File: src/rtl/load_store_unit_if.sv
// Request/response handshake bundle between a requester (master) and the load/store unit (slave).
interface load_store_unit_if;
    logic        req_valid;
    logic        req_ready;
    logic        req_write;
    logic [1:0]  req_size;
    logic        req_unsigned;
    logic [31:0] req_addr;
    logic [31:0] req_wdata;
    logic        resp_valid;
    logic [31:0] resp_rdata;
    logic        resp_err;

    modport master (
        output req_valid, req_write, req_size, req_unsigned, req_addr, req_wdata,
        input  req_ready, resp_valid, resp_rdata, resp_err
    );

    modport slave (
        input  req_valid, req_write, req_size, req_unsigned, req_addr, req_wdata,
        output req_ready, resp_valid, resp_rdata, resp_err
    );
endinterface

File: src/rtl/load_store_unit.sv
// Big-endian load/store unit in front of a word-only memory; sub-word stores use read-modify-write.
// Define LSU_MISALIGN_TRAP_EN to report misaligned requests as errors instead of force-aligning them.
module load_store_unit #(
    parameter int MEM_BYTES = 128
) (
    input  logic                clk,
    input  logic                rst_n,
    load_store_unit_if.slave    bus,
    output logic [31:0]         mem_addr,
    output logic [31:0]         mem_wdata,
    output logic                mem_read,
    output logic                mem_write,
    input  logic [31:0]         mem_rdata
);
    localparam int AW = $clog2(MEM_BYTES);

    typedef enum logic [2:0] {IDLE, RD, RD_WAIT, WR, RESP} state_t;

    state_t        state;
    state_t        state_next;
    logic [AW-1:0] req_off;
    logic [AW-1:0] addr_q;
    logic [1:0]    size_q;
    logic          write_q;
    logic          unsigned_q;
    logic [31:0]   wdata_q;
    logic [31:0]   rdata_q;
    logic [7:0]    byte_lane;
    logic [15:0]   half_lane;
    logic [31:0]   load_value;
    logic [31:0]   merged;
    logic          unused_addr_bits;

`ifdef LSU_MISALIGN_TRAP_EN
    logic          misaligned;
    logic          err_q;

    assign misaligned = (bus.req_size == 2'b01 && bus.req_addr[0]) ||
                        (bus.req_size[1] && bus.req_addr[1:0] != 2'b00);
`endif

    assign unused_addr_bits = ^bus.req_addr[31:AW];

    // Wrap into the memory and drop the offset bits a half/word access may not carry.
    always_comb begin
        req_off = bus.req_addr[AW-1:0];
        if (bus.req_size[1])
            req_off[1:0] = 2'b00;
        else if (bus.req_size[0])
            req_off[0] = 1'b0;
    end

    always_ff @(posedge clk or negedge rst_n) begin
        if (!rst_n)
            state <= IDLE;
        else
            state <= state_next;
    end

    always_comb begin
        state_next = state;
        case (state)
            IDLE: begin
                if (bus.req_valid) begin
`ifdef LSU_MISALIGN_TRAP_EN
                    if (misaligned)
                        state_next = RESP;
                    else
`endif
                    if (bus.req_write && bus.req_size[1])
                        state_next = WR;
                    else
                        state_next = RD;
                end
            end
            RD:      state_next = RD_WAIT;
            RD_WAIT: state_next = write_q ? WR : RESP;
            WR:      state_next = IDLE;
            RESP:    state_next = IDLE;
            default: state_next = IDLE;
        endcase
    end

    // Lane 0 is the most significant byte of the memory word.
    always_comb begin
        byte_lane = 8'h00;
        case (addr_q[1:0])
            2'd0: byte_lane = mem_rdata[31:24];
            2'd1: byte_lane = mem_rdata[23:16];
            2'd2: byte_lane = mem_rdata[15:8];
            2'd3: byte_lane = mem_rdata[7:0];
            default: byte_lane = 8'h00;
        endcase
        half_lane = addr_q[1] ? mem_rdata[15:0] : mem_rdata[31:16];

        load_value = mem_rdata;
        case (size_q)
            2'b00: load_value = {{24{~unsigned_q & byte_lane[7]}}, byte_lane};
            2'b01: load_value = {{16{~unsigned_q & half_lane[15]}}, half_lane};
            default: load_value = mem_rdata;
        endcase

        merged = mem_rdata;
        case (size_q)
            2'b00: begin
                case (addr_q[1:0])
                    2'd0: merged[31:24] = wdata_q[7:0];
                    2'd1: merged[23:16] = wdata_q[7:0];
                    2'd2: merged[15:8]  = wdata_q[7:0];
                    2'd3: merged[7:0]   = wdata_q[7:0];
                    default: merged = mem_rdata;
                endcase
            end
            2'b01: begin
                if (addr_q[1])
                    merged[15:0] = wdata_q[15:0];
                else
                    merged[31:16] = wdata_q[15:0];
            end
            default: merged = wdata_q;
        endcase
    end

    always_ff @(posedge clk or negedge rst_n) begin
        if (!rst_n) begin
            addr_q     <= '0;
            size_q     <= 2'b00;
            write_q    <= 1'b0;
            unsigned_q <= 1'b0;
            wdata_q    <= 32'h0;
            rdata_q    <= 32'h0;
`ifdef LSU_MISALIGN_TRAP_EN
            err_q      <= 1'b0;
`endif
        end else if (state == IDLE && bus.req_valid) begin
            addr_q     <= req_off;
            size_q     <= bus.req_size;
            write_q    <= bus.req_write;
            unsigned_q <= bus.req_unsigned;
            wdata_q    <= bus.req_wdata;
            rdata_q    <= 32'h0;
`ifdef LSU_MISALIGN_TRAP_EN
            err_q      <= misaligned;
`endif
        end else if (state == RD_WAIT) begin
            if (write_q)
                wdata_q <= merged;
            else
                rdata_q <= load_value;
        end
    end

    assign bus.req_ready  = (state == IDLE);
    assign bus.resp_valid = (state == RESP) || (state == WR);
    assign bus.resp_rdata = (state == RESP) ? rdata_q : 32'h0;
`ifdef LSU_MISALIGN_TRAP_EN
    assign bus.resp_err   = (state == RESP) && err_q;
`else
    assign bus.resp_err   = 1'b0;
`endif

    assign mem_read  = (state == RD);
    assign mem_write = (state == WR);
    assign mem_addr  = {{(32-AW){1'b0}}, addr_q[AW-1:2], 2'b00};
    assign mem_wdata = (state == WR) ? wdata_q : 32'h0;
endmodule

File: src/flat_wrapper.sv
// flat-port wrapper written by rule: the top's interface ports become plain ports
module load_store_unit_flat 
#(
    parameter int MEM_BYTES = 128
)
  (clk, rst_n, mem_addr, mem_wdata, mem_read, mem_write, mem_rdata, bus_req_valid, bus_req_write, bus_req_size, bus_req_unsigned, bus_req_addr, bus_req_wdata, bus_req_ready, bus_resp_valid, bus_resp_rdata, bus_resp_err);
  load_store_unit_if bus_i ();
  input  logic clk;
  input  logic rst_n;
  output logic [31:0] mem_addr;
  output logic [31:0] mem_wdata;
  output logic mem_read;
  output logic mem_write;
  input  logic [31:0] mem_rdata;
  input wire logic [$bits(bus_i.req_valid)-1:0] bus_req_valid;
  input wire logic [$bits(bus_i.req_write)-1:0] bus_req_write;
  input wire logic [$bits(bus_i.req_size)-1:0] bus_req_size;
  input wire logic [$bits(bus_i.req_unsigned)-1:0] bus_req_unsigned;
  input wire logic [$bits(bus_i.req_addr)-1:0] bus_req_addr;
  input wire logic [$bits(bus_i.req_wdata)-1:0] bus_req_wdata;
  output wire logic [$bits(bus_i.req_ready)-1:0] bus_req_ready;
  output wire logic [$bits(bus_i.resp_valid)-1:0] bus_resp_valid;
  output wire logic [$bits(bus_i.resp_rdata)-1:0] bus_resp_rdata;
  output wire logic [$bits(bus_i.resp_err)-1:0] bus_resp_err;
  assign bus_i.req_valid = bus_req_valid;
  assign bus_i.req_write = bus_req_write;
  assign bus_i.req_size = bus_req_size;
  assign bus_i.req_unsigned = bus_req_unsigned;
  assign bus_i.req_addr = bus_req_addr;
  assign bus_i.req_wdata = bus_req_wdata;
  assign bus_req_ready = bus_i.req_ready;
  assign bus_resp_valid = bus_i.resp_valid;
  assign bus_resp_rdata = bus_i.resp_rdata;
  assign bus_resp_err = bus_i.resp_err;
  load_store_unit #(.MEM_BYTES(MEM_BYTES)) u_core (.clk(clk), .rst_n(rst_n), .bus(bus_i), .mem_addr(mem_addr), .mem_wdata(mem_wdata), .mem_read(mem_read), .mem_write(mem_write), .mem_rdata(mem_rdata));
endmodule
File: config.mk
export PLATFORM = sky130hd
export DESIGN_NAME = load_store_unit_flat
export DESIGN_NICKNAME = d
export VERILOG_FILES = /design/src/rtl/load_store_unit_if.sv /design/src/rtl/load_store_unit.sv /design/src/flat_wrapper.sv
export SDC_FILE = /design/constraint.sdc
export NUM_CORES = 1
export LEC_CHECK = 0
export CORE_MARGIN = 3
export CORE_UTILIZATION = 38
export CTS_BUF_LIST = sky130_fd_sc_hd__clkbuf_4 sky130_fd_sc_hd__clkbuf_8
export CTS_CLUSTER_DIAMETER = 100
export DETAILED_ROUTE_END_ITERATION = 8
export GPL_TIMING_DRIVEN = 1
export PLACE_DENSITY = 0.73
export SYNTH_ARGS = -nofsm -noshare
export SYNTH_HDL_FRONTEND = slang
export SYNTH_SLANG_ARGS = --single-unit
export TNS_END_PERCENT = 20
File: constraint.sdc
create_clock -name clk -period 3.95 [get_ports clk]
set_clock_uncertainty 0.05 [all_clocks]
set_input_delay 0.79 -clock clk [delete_from_list [all_inputs] [get_ports clk]]
set_output_delay 0.79 -clock clk [all_outputs]
set_load 0.05 [all_outputs]
==> results of run 1 <==
[per-layer routing]
layer / vias up / routed length, um / share of wire [%]
met5: - / 0 / 0
met4: 0 / 358 / 2.3
met3: 28 / 1300 / 8.3
met2: 229 / 7130 / 46
met1: 2149 / 6760 / 43
li1: 2045 / - / -
[where the power goes]
group	internal (mW)	total, mW	leakage (nW)	switching, mW
registers	1.14	1.54	0.985	0.403
logic	1.01	2.58	1.74	1.57
clock network	0.261	0.560	0.0913	0.299
[sequential cells by signal (all words and copies together), names as in the netlist]
register / cells
u_core.write_q: 1
u_core.wdata_q: 32
u_core.state: 3
u_core.size_q: 2
u_core.addr_q: 7
u_core.unsigned_q: 1
u_core.rdata_q: 32
[final timing paths]
kind	end	slack (ns)	from
worst max-delay path	bus_resp_rdata[0]	0.68	u_core.state[1]$_DFFE_PN0P_
min in group asynchronous	u_core.wdata_q[18]$_DFFE_PN0P_	0.55	rst_n
worst max register to register	u_core.wdata_q[12]$_DFFE_PN0P_	1.17	u_core.addr_q[1]$_DFFE_PN0P_
max in group asynchronous	u_core.rdata_q[2]$_DFFE_PN0P_	2.65	rst_n
worst min register to register	u_core.addr_q[6]$_DFFE_PN0P_	0.43	u_core.addr_q[6]$_DFFE_PN0P_
worst min-delay path	u_core.addr_q[6]$_DFFE_PN0P_	0.43	u_core.addr_q[6]$_DFFE_PN0P_
[critical path, delay by kind of cell (launching register included)]
kind | cells | cell delay (ns)
buffers and inverters | 2 | 1.10
and+or+nand+nor | 2 | 0.46
DFF | 1 | 0.52
[cells in the mapped netlist, types with 8 or more instances]
master	count	share of area [%]
buf_4	33	5.1
nor2_1	15	1.2
o21ai_0	27	2.8
or3_1	9	1.2
a221o_1	16	3.3
nand3_1	12	1.2
inv_1	15	1.2
dfrtp_1	78	40
mux2_2	8	1.9
and2_1	66	8.5
a21oi_1	21	2.2
nand2b_1	15	1.9
mux2i_1	30	6.2
clkbuf_1	21	1.6
a22oi_1	10	1.6
nand2_1	50	3.9
buf_2	15	1.6
[cells by family after synthesis]
family | after synthesis | synth area share, %
AOI/OAI and AO/OA | 133 | 20.4
buffers and inverters | 89 | 10.2
DFF | 78 | 40.3
muxes | 39 | 8.38
other | 1 | 0.0775
and+or+nand+nor | 184 | 20.6
[metrics by stage]
step | instance area [sq um] | std cells | power, mW | setup WS [ns] | hold slack, ns
floorplan | 4940 | 551 | 3.39 | 1.21 | 0.397
global placement | 6290 | 804 | 4.01 | 1.06 | 0.417
detailed placement | 6290 | 804 | 4.10 | 1.04 | 0.419
CTS | 6480 | 820 | 4.67 | 0.682 | 0.440
global route | 6480 | 820 | 4.99 | 0.548 | 0.461
finish | 6480 | 820 | 4.68 | 0.683 | 0.431
[layout make-up]
cell class,instances,area (sq um)
fillers,1140,5740
multi-input cells,384,2510
flip-flops and latches,78,1950
repair buffers,158,1560
well taps,168,210
clock buffers,11,151
inverters,16,60.1
clock inverters,5,33.8
==> results.ini, run 1 <==
[status]
status=complete, no violations

[synth]
synth_edf_count=0
netlist-cell-type-count=49
synthFlopType=dfrtp_1
syn_area_sq_um=4840
yosys_warnings=0
yosysSeqAreaShare_pct=40.3
avgSynthCellArea_sq_um=9.23
async_flop_share_pct=100
syn_inst=524
synth.ff_latch_count=78

[global_route]
grt_max_degree=79
grt_overflow=0
grt_pass1_wl_um=24100
use_met3_pct=4.56
antenna_found_initial=0
met2_usage_pct=34.1
grt_pass1_vias=4322
met1_usage_pct=29.9
busiest_layer=met2
track_usage_pct=21.5

[final_layout]
syn_to_final_growth_pct=33.9
num_antenna_cells=0
final_common_cell=clkdlybuf4s50_1
drive_gt1_share_pct=6.44
layout.nets=750
final_core_util_pct=53.0
final_cell_mix=149 x clkdlybuf4s50_1, 78 x dfrtp_1, 66 x and2_1, 50 x nand2_1, 30 x mux2i_1

[routing]
firstDrtPassIters=4
route.detailed.drc=0
wl_um=15500
wire_per_inst_um=18.9
via_per_inst=5.43
drtIter0Drc=302
num_vias=4451
ant_nets=0

[die]
rows=40
die_w_um=119
fp.coreArea_sq_um=12200
die-area_sq_um=14100
start_util_pct=39.6
io_pins=204
die_h_um=119

[clocking]
cts_resized=0
clk_pin_slew_ns=0.08
cts_tree=built
h-tree-depth=3
cts-root-buf=clkbuf_8
post-cts-setup-buffers=0
ctsHoldBuffers=0
clockBufferDepth=2
clk_latency_ns=0.35
cts_buffers=9
cts.sinks=78

[sta]
setup_viol=0
finalMaxSlewViolations=0
worstMarginPinSlew_ns=1.09
fmaxAchievable_mhz=306
fin_crit_ns=3.27
period_share_pct=82.7
hold_viol=0
relSlewSlack_pct=27.1
tns_ns=0
rsz0062_at_grt=no

[pwr]
peakVddDrop_mv=0.410
p_per_area_nw_per_um2=723
power.static_leakage_nw=2.82

[worst_setup_path]
worstPathArrival_ns=2.43
critPathLaunchType=flop
end_kind=primary output
worstPathCellList=nor3b_2, buf_4, and2_1, clkdlybuf4s50_1
slowest_delay_ns=0.82
crit_type=flop to primary output
crit_fanout=33
cp_slowest_cell=clkdlybuf4s50_1
required_ns=3.11
reg2reg_depth=4

[placement]
portBuffers=150
gp_congestion=0.912
dp_hpwl_um=11700

[hold_path]
hold_depth=2
hold_path_class=flop to flop

[job]
cap_violations=0

(Power assumes the default switching activity.)
==> inputs of run 2 (changes only) <==
Settings changed: PLACE_DENSITY 0.73 to 0.76.
Clock period 3.95 ns to 2.73 ns, I/O delays scaled along.
==> results.ini, run 2 (same netlist as run 1, synthesis figures left out) <==
[status]
status=complete, no violations

[placement]
gp_congestion=0.891
dp_hpwl_um=12100
place_area_sq_um=6640
portBuffers=150

[final_layout]
num_antenna_cells=0
final_common_cell=clkdlybuf4s50_1
layout.nets=761
finalInstanceArea_sq_um=6860
reg_top3=u_core.rdata_q (32), u_core.wdata_q (32), u_core.addr_q (7)
final_core_util_pct=56.2
syn_to_final_growth_pct=41.8
drive_gt1_share_pct=18.1
fill_cells=1119
final_cell_mix=83 x clkdlybuf4s50_1, 78 x dfrtp_1, 66 x and2_1, 52 x buf_4, 50 x nand2_1

[die]
fp.coreArea_sq_um=12200
die_h_um=119
start_util_pct=39.6
die-area_sq_um=14100
rows=40
io_pins=204
die_w_um=119

[routing]
wl_um=15800
via_per_inst=5.31
drtIter0Drc=298
wire_per_inst_um=19.0
num_vias=4413
firstDrtPassIters=5
route.detailed.drc=0
ant_nets=0

[global_route]
track_usage_pct=22.1
grt_pass1_vias=4423
antenna_found_initial=0
grt_pass1_wl_um=24900
grt_overflow=0
grt_max_degree=79

[worst_setup_path]
worstPathCellList=nor3b_1, clkdlybuf4s50_1
worstPathArrival_ns=1.99
reg2reg_depth=4
end_kind=primary output
rr_endpoint=u_core.rdata_q[20]$_DFFE_PN0P_
slowest_delay_ns=0.84
crit_type=flop to primary output
critPathLaunchType=flop
crit_fanout=11
cp_slowest_cell=clkdlybuf4s50_1
ff2ff_setup_slack_ns=0.42
required_ns=2.13
reg2reg_from=u_core.size_q[0]$_DFFE_PN0P_

[clocking]
h-tree-depth=3
post-cts-setup-buffers=0
ctsHoldBuffers=0
clockBufferDepth=2
cts_buffers=9
clk_pin_slew_ns=0.08
cts-root-buf=clkbuf_8
clk_latency_ns=0.34
cts_tree=built
cts_resized=0
cts.sinks=78

[sta]
rsz0062_at_grt=no
fin_crit_ns=2.59
setup_viol=0
relSlewSlack_pct=34.2
fmaxAchievable_mhz=386
period_share_pct=94.9
hold_viol=0
tns_ns=0
hold-worst-slack_ns=0.315
worstMarginPinSlew_ns=0.987
finalMaxSlewViolations=0

[pwr]
peakVddDrop_mv=0.840
p_int_mw=3.88
switchingPower_mw=3.34
p_per_area_nw_per_um2=1050
power.static_leakage_nw=3.12
power_mw=7.22
p_sw_share_pct=46.3
p_clk_share_pct=13.4
combPwrFrac_pct=57.3
pwr-share-seq_pct=29.3

[hold_path]
hold_path_class=primary input to async pin

[job]
cap_violations=0

-- run 2: final cells by class --
class | count | area (sq um) | share of cell area (%)
clock inverters | 6 | 85.1 | 1.24
flip-flops and latches | 78 | 1950 | 28.4
well taps | 168 | 210 | 3.06
multi-input cells | 384 | 2510 | 36.7
repair buffers | 169 | 1900 | 27.7
inverters | 16 | 60.1 | 0.875
clock buffers | 10 | 138 | 2.01
-- run 2: worst max path at each step --
stage	from	end	slack [ns]	depth (start not counted)
floorplan	u_core.state[2]$_DFFE_PN0P_	mem_wdata[22]	0.26	4
global placement	mem_rdata[31]	u_core.rdata_q[17]$_DFFE_PN0P_	0.15	5
detailed placement	mem_rdata[31]	u_core.rdata_q[26]$_DFFE_PN0P_	0.07	5
CTS	u_core.state[0]$_DFFE_PN0P_	mem_read	0.10	2
global route	u_core.state[1]$_DFFE_PN0P_	bus_req_ready	0.04	2
finish	u_core.state[1]$_DFFE_PN0P_	mem_read	0.14	2
-- run 2: critical path: cells and delay by family, from the launching register on --
kind | cells | cell delay [ns]
buffers and inverters | 1 | 0.84
AND/OR/NAND/NOR | 1 | 0.28
flip-flops | 1 | 0.53
-- run 2: stage by stage --
step	instances	worst slack, ns
global route	831	0.0426
floorplan	551	0.258
CTS	831	0.101
global placement	815	0.147
detailed placement	815	0.0724
finish	831	0.139
-- run 2: power by group through the flow --
stage	combinational, mW	sequential, mW	clock, mW
3_3_place_gp	4.05	2.10	0
5_1_grt	4.47	2.18	1.03
4_1_cts	4.15	2.11	0.986
6_report	4.14	2.12	0.965
2_1_floorplan	3.04	1.87	0
3_5_place_dp	4.13	2.13	0
-- run 2: layer usage --
metal  track usage, %  up-vias  routed length, um
li1                 -     2069                  -
met1             30.5     2113               7020
met2             36.5      215               7520
met3             3.75       16               1010
met4             4.71        0                221
met5                0        -                  0
==> inputs of run 3 (changes only) <==
Settings changed: PLACE_DENSITY 0.76 to 0.73.
Clock period 2.73 ns to 2.4 ns, I/O delays scaled along.
==> results.ini, run 3 (same netlist as run 1, synthesis figures left out) <==
[clocking]
cts_buffers=9
cts.sinks=78
clk_pin_slew_ns=0.09
cts_tree=built
cts-root-buf=clkbuf_8
h-tree-depth=3
clk_latency_ns=0.37
clockBufferDepth=2

[global_route]
track_usage_pct=22.2
grt_max_degree=44
grt_overflow=0
grt_pass1_wl_um=24600
grt_pass1_vias=4340
antenna_found_initial=0

[final_layout]
finalInstanceArea_sq_um=7330
fill_cells=1034
syn_to_final_growth_pct=51.6
reg_top3=u_core.rdata_q (32), u_core.wdata_q (32), u_core.addr_q (7)
final_cell_mix=81 x clkdlybuf4s50_1, 75 x dfrtp_1, 68 x buf_12, 66 x and2_1, 50 x nand2_1
num_antenna_cells=0
layout.nets=764
final_common_cell=clkdlybuf4s50_1
final_core_util_pct=60.1
drive_gt1_share_pct=19.4
final-instance-count-excl-fill=834

[sta]
fin_crit_ns=2.30
hold_viol=0
rsz0062_at_grt=no
fin_ws_ns=0.0952
finalMaxSlewViolations=0
relSlewSlack_pct=38.2
period_share_pct=96.0
setup_viol=0
worstMarginPinSlew_ns=0.926
fmaxAchievable_mhz=434
tns_ns=0

[routing]
firstDrtPassIters=5
drtIter0Drc=285
route.detailed.drc=0
wl_um=15700
wire_per_inst_um=18.9
via_per_inst=5.35
num_vias=4463
ant_nets=0

[die]
io_pins=204
die-area_sq_um=14100
start_util_pct=39.6
rows=40
die_h_um=119
die_w_um=119
fp.coreArea_sq_um=12200

[pwr]
p_sw_share_pct=45.3
p_int_mw=4.66
power.static_leakage_nw=3.24
switchingPower_mw=3.85
pwr-share-seq_pct=28.2
p_clk_share_pct=14.6
p_per_area_nw_per_um2=1160
combPwrFrac_pct=57.3
peakVddDrop_mv=0.741

[placement]
dp.cells=818
dp_hpwl_um=12300
pre_cts_ws_ns=-0.170
place_area_sq_um=7080
portBuffers=150
gp_congestion=0.832

[worst_setup_path]
required_ns=1.87
worstPathCellList=and3b_1, buf_4, or2_2, buf_12
cp_slowest_cell=dfrtp_2
worstPathArrival_ns=1.77
critPathLaunchType=flop
slowest_delay_ns=0.50
crit_fanout=34
end_kind=primary output
crit_type=flop to primary output

[hold_path]
hold_path_class=primary input to async pin

[status]
status=complete, no violations

[job]
cap_violations=0

## run 3: cell types whose count changed in the layout (fill, tap and decap cells not counted), moves of 2 or more
cell,change
buf_12,+34
dfrtp_2,+3
clkbuf_4,+2
clkdlybuf4s50_1,-2
buf_4,-29
dfrtp_1,-3
clkinv_2,-2
## run 3: critical path, delay by kind of cell (launching register included)
kind	cells	cell delay (ns)
buffers and inverters	2	0.36
flip-flops	1	0.50
AND/OR/NAND/NOR	2	0.54
## run 3: final timing paths
path,from,to,slack (ns),cells past startpoint
worst min-delay path,rst_n,u_core.rdata_q[25]$_DFFE_PN0P_,0.02,1
min in group clk,u_core.rdata_q[9]$_DFFE_PN0P_,u_core.rdata_q[9]$_DFFE_PN0P_,0.45,1
worst min register to register,u_core.rdata_q[9]$_DFFE_PN0P_,u_core.rdata_q[9]$_DFFE_PN0P_,0.45,1
worst max-delay path,u_core.state[1]$_DFFE_PN0P_,bus_resp_valid,0.1,4
max in group asynchronous,rst_n,u_core.rdata_q[26]$_DFFE_PN0P_,1.66,2
worst max register to register,u_core.addr_q[1]$_DFFE_PN0P_,u_core.rdata_q[18]$_DFFE_PN0P_,0.21,4
## run 3: area by class of cell
cell class | count | area [sq um] | area share (%)
well taps | 168 | 210 | 2.87
clock inverters | 5 | 106 | 1.45
repair buffers | 172 | 2340 | 32.0
flip-flops and latches | 78 | 1960 | 26.7
multi-input cells | 384 | 2520 | 34.3
inverters | 16 | 60.1 | 0.819
clock buffers | 11 | 139 | 1.89
## run 3: metrics by stage
step	hold slack, ns	total power [mW]
4_1_cts	0.0312	8.50
3_5_place_dp	0.430	7.26
5_1_grt	0.0457	9.01
6_report	0.0174	8.51
2_1_floorplan	0.134	5.58
3_3_place_gp	0.407	7.11
## run 3: per-layer routing
metal	up-vias	wire length (um)	global-route usage, %
met5	-	0	0
met4	0	435	7.89
met3	27	1150	4.23
met2	248	7180	35.5
met1	2115	6980	30.1
li1	2073	-	-
## run 3: what timing repair did
item | in CTS | in global routing
buffers inserted | 0 | 0
endpoints found under the setup margin | 0 | 50
hold buffers | 0 | 0
resized for setup | 0 | 4
## run 3: power groups by stage
stage                     Sequential [mW]  Combinational (mW)  Clock, mW
final                                2.40                4.87       1.24
after global routing                 2.46                5.24       1.31
after CTS                            2.37                4.88       1.24
after detailed placement             2.40                4.86          0
after global placement               2.37                4.75          0
after floorplan                      2.12                3.46          0
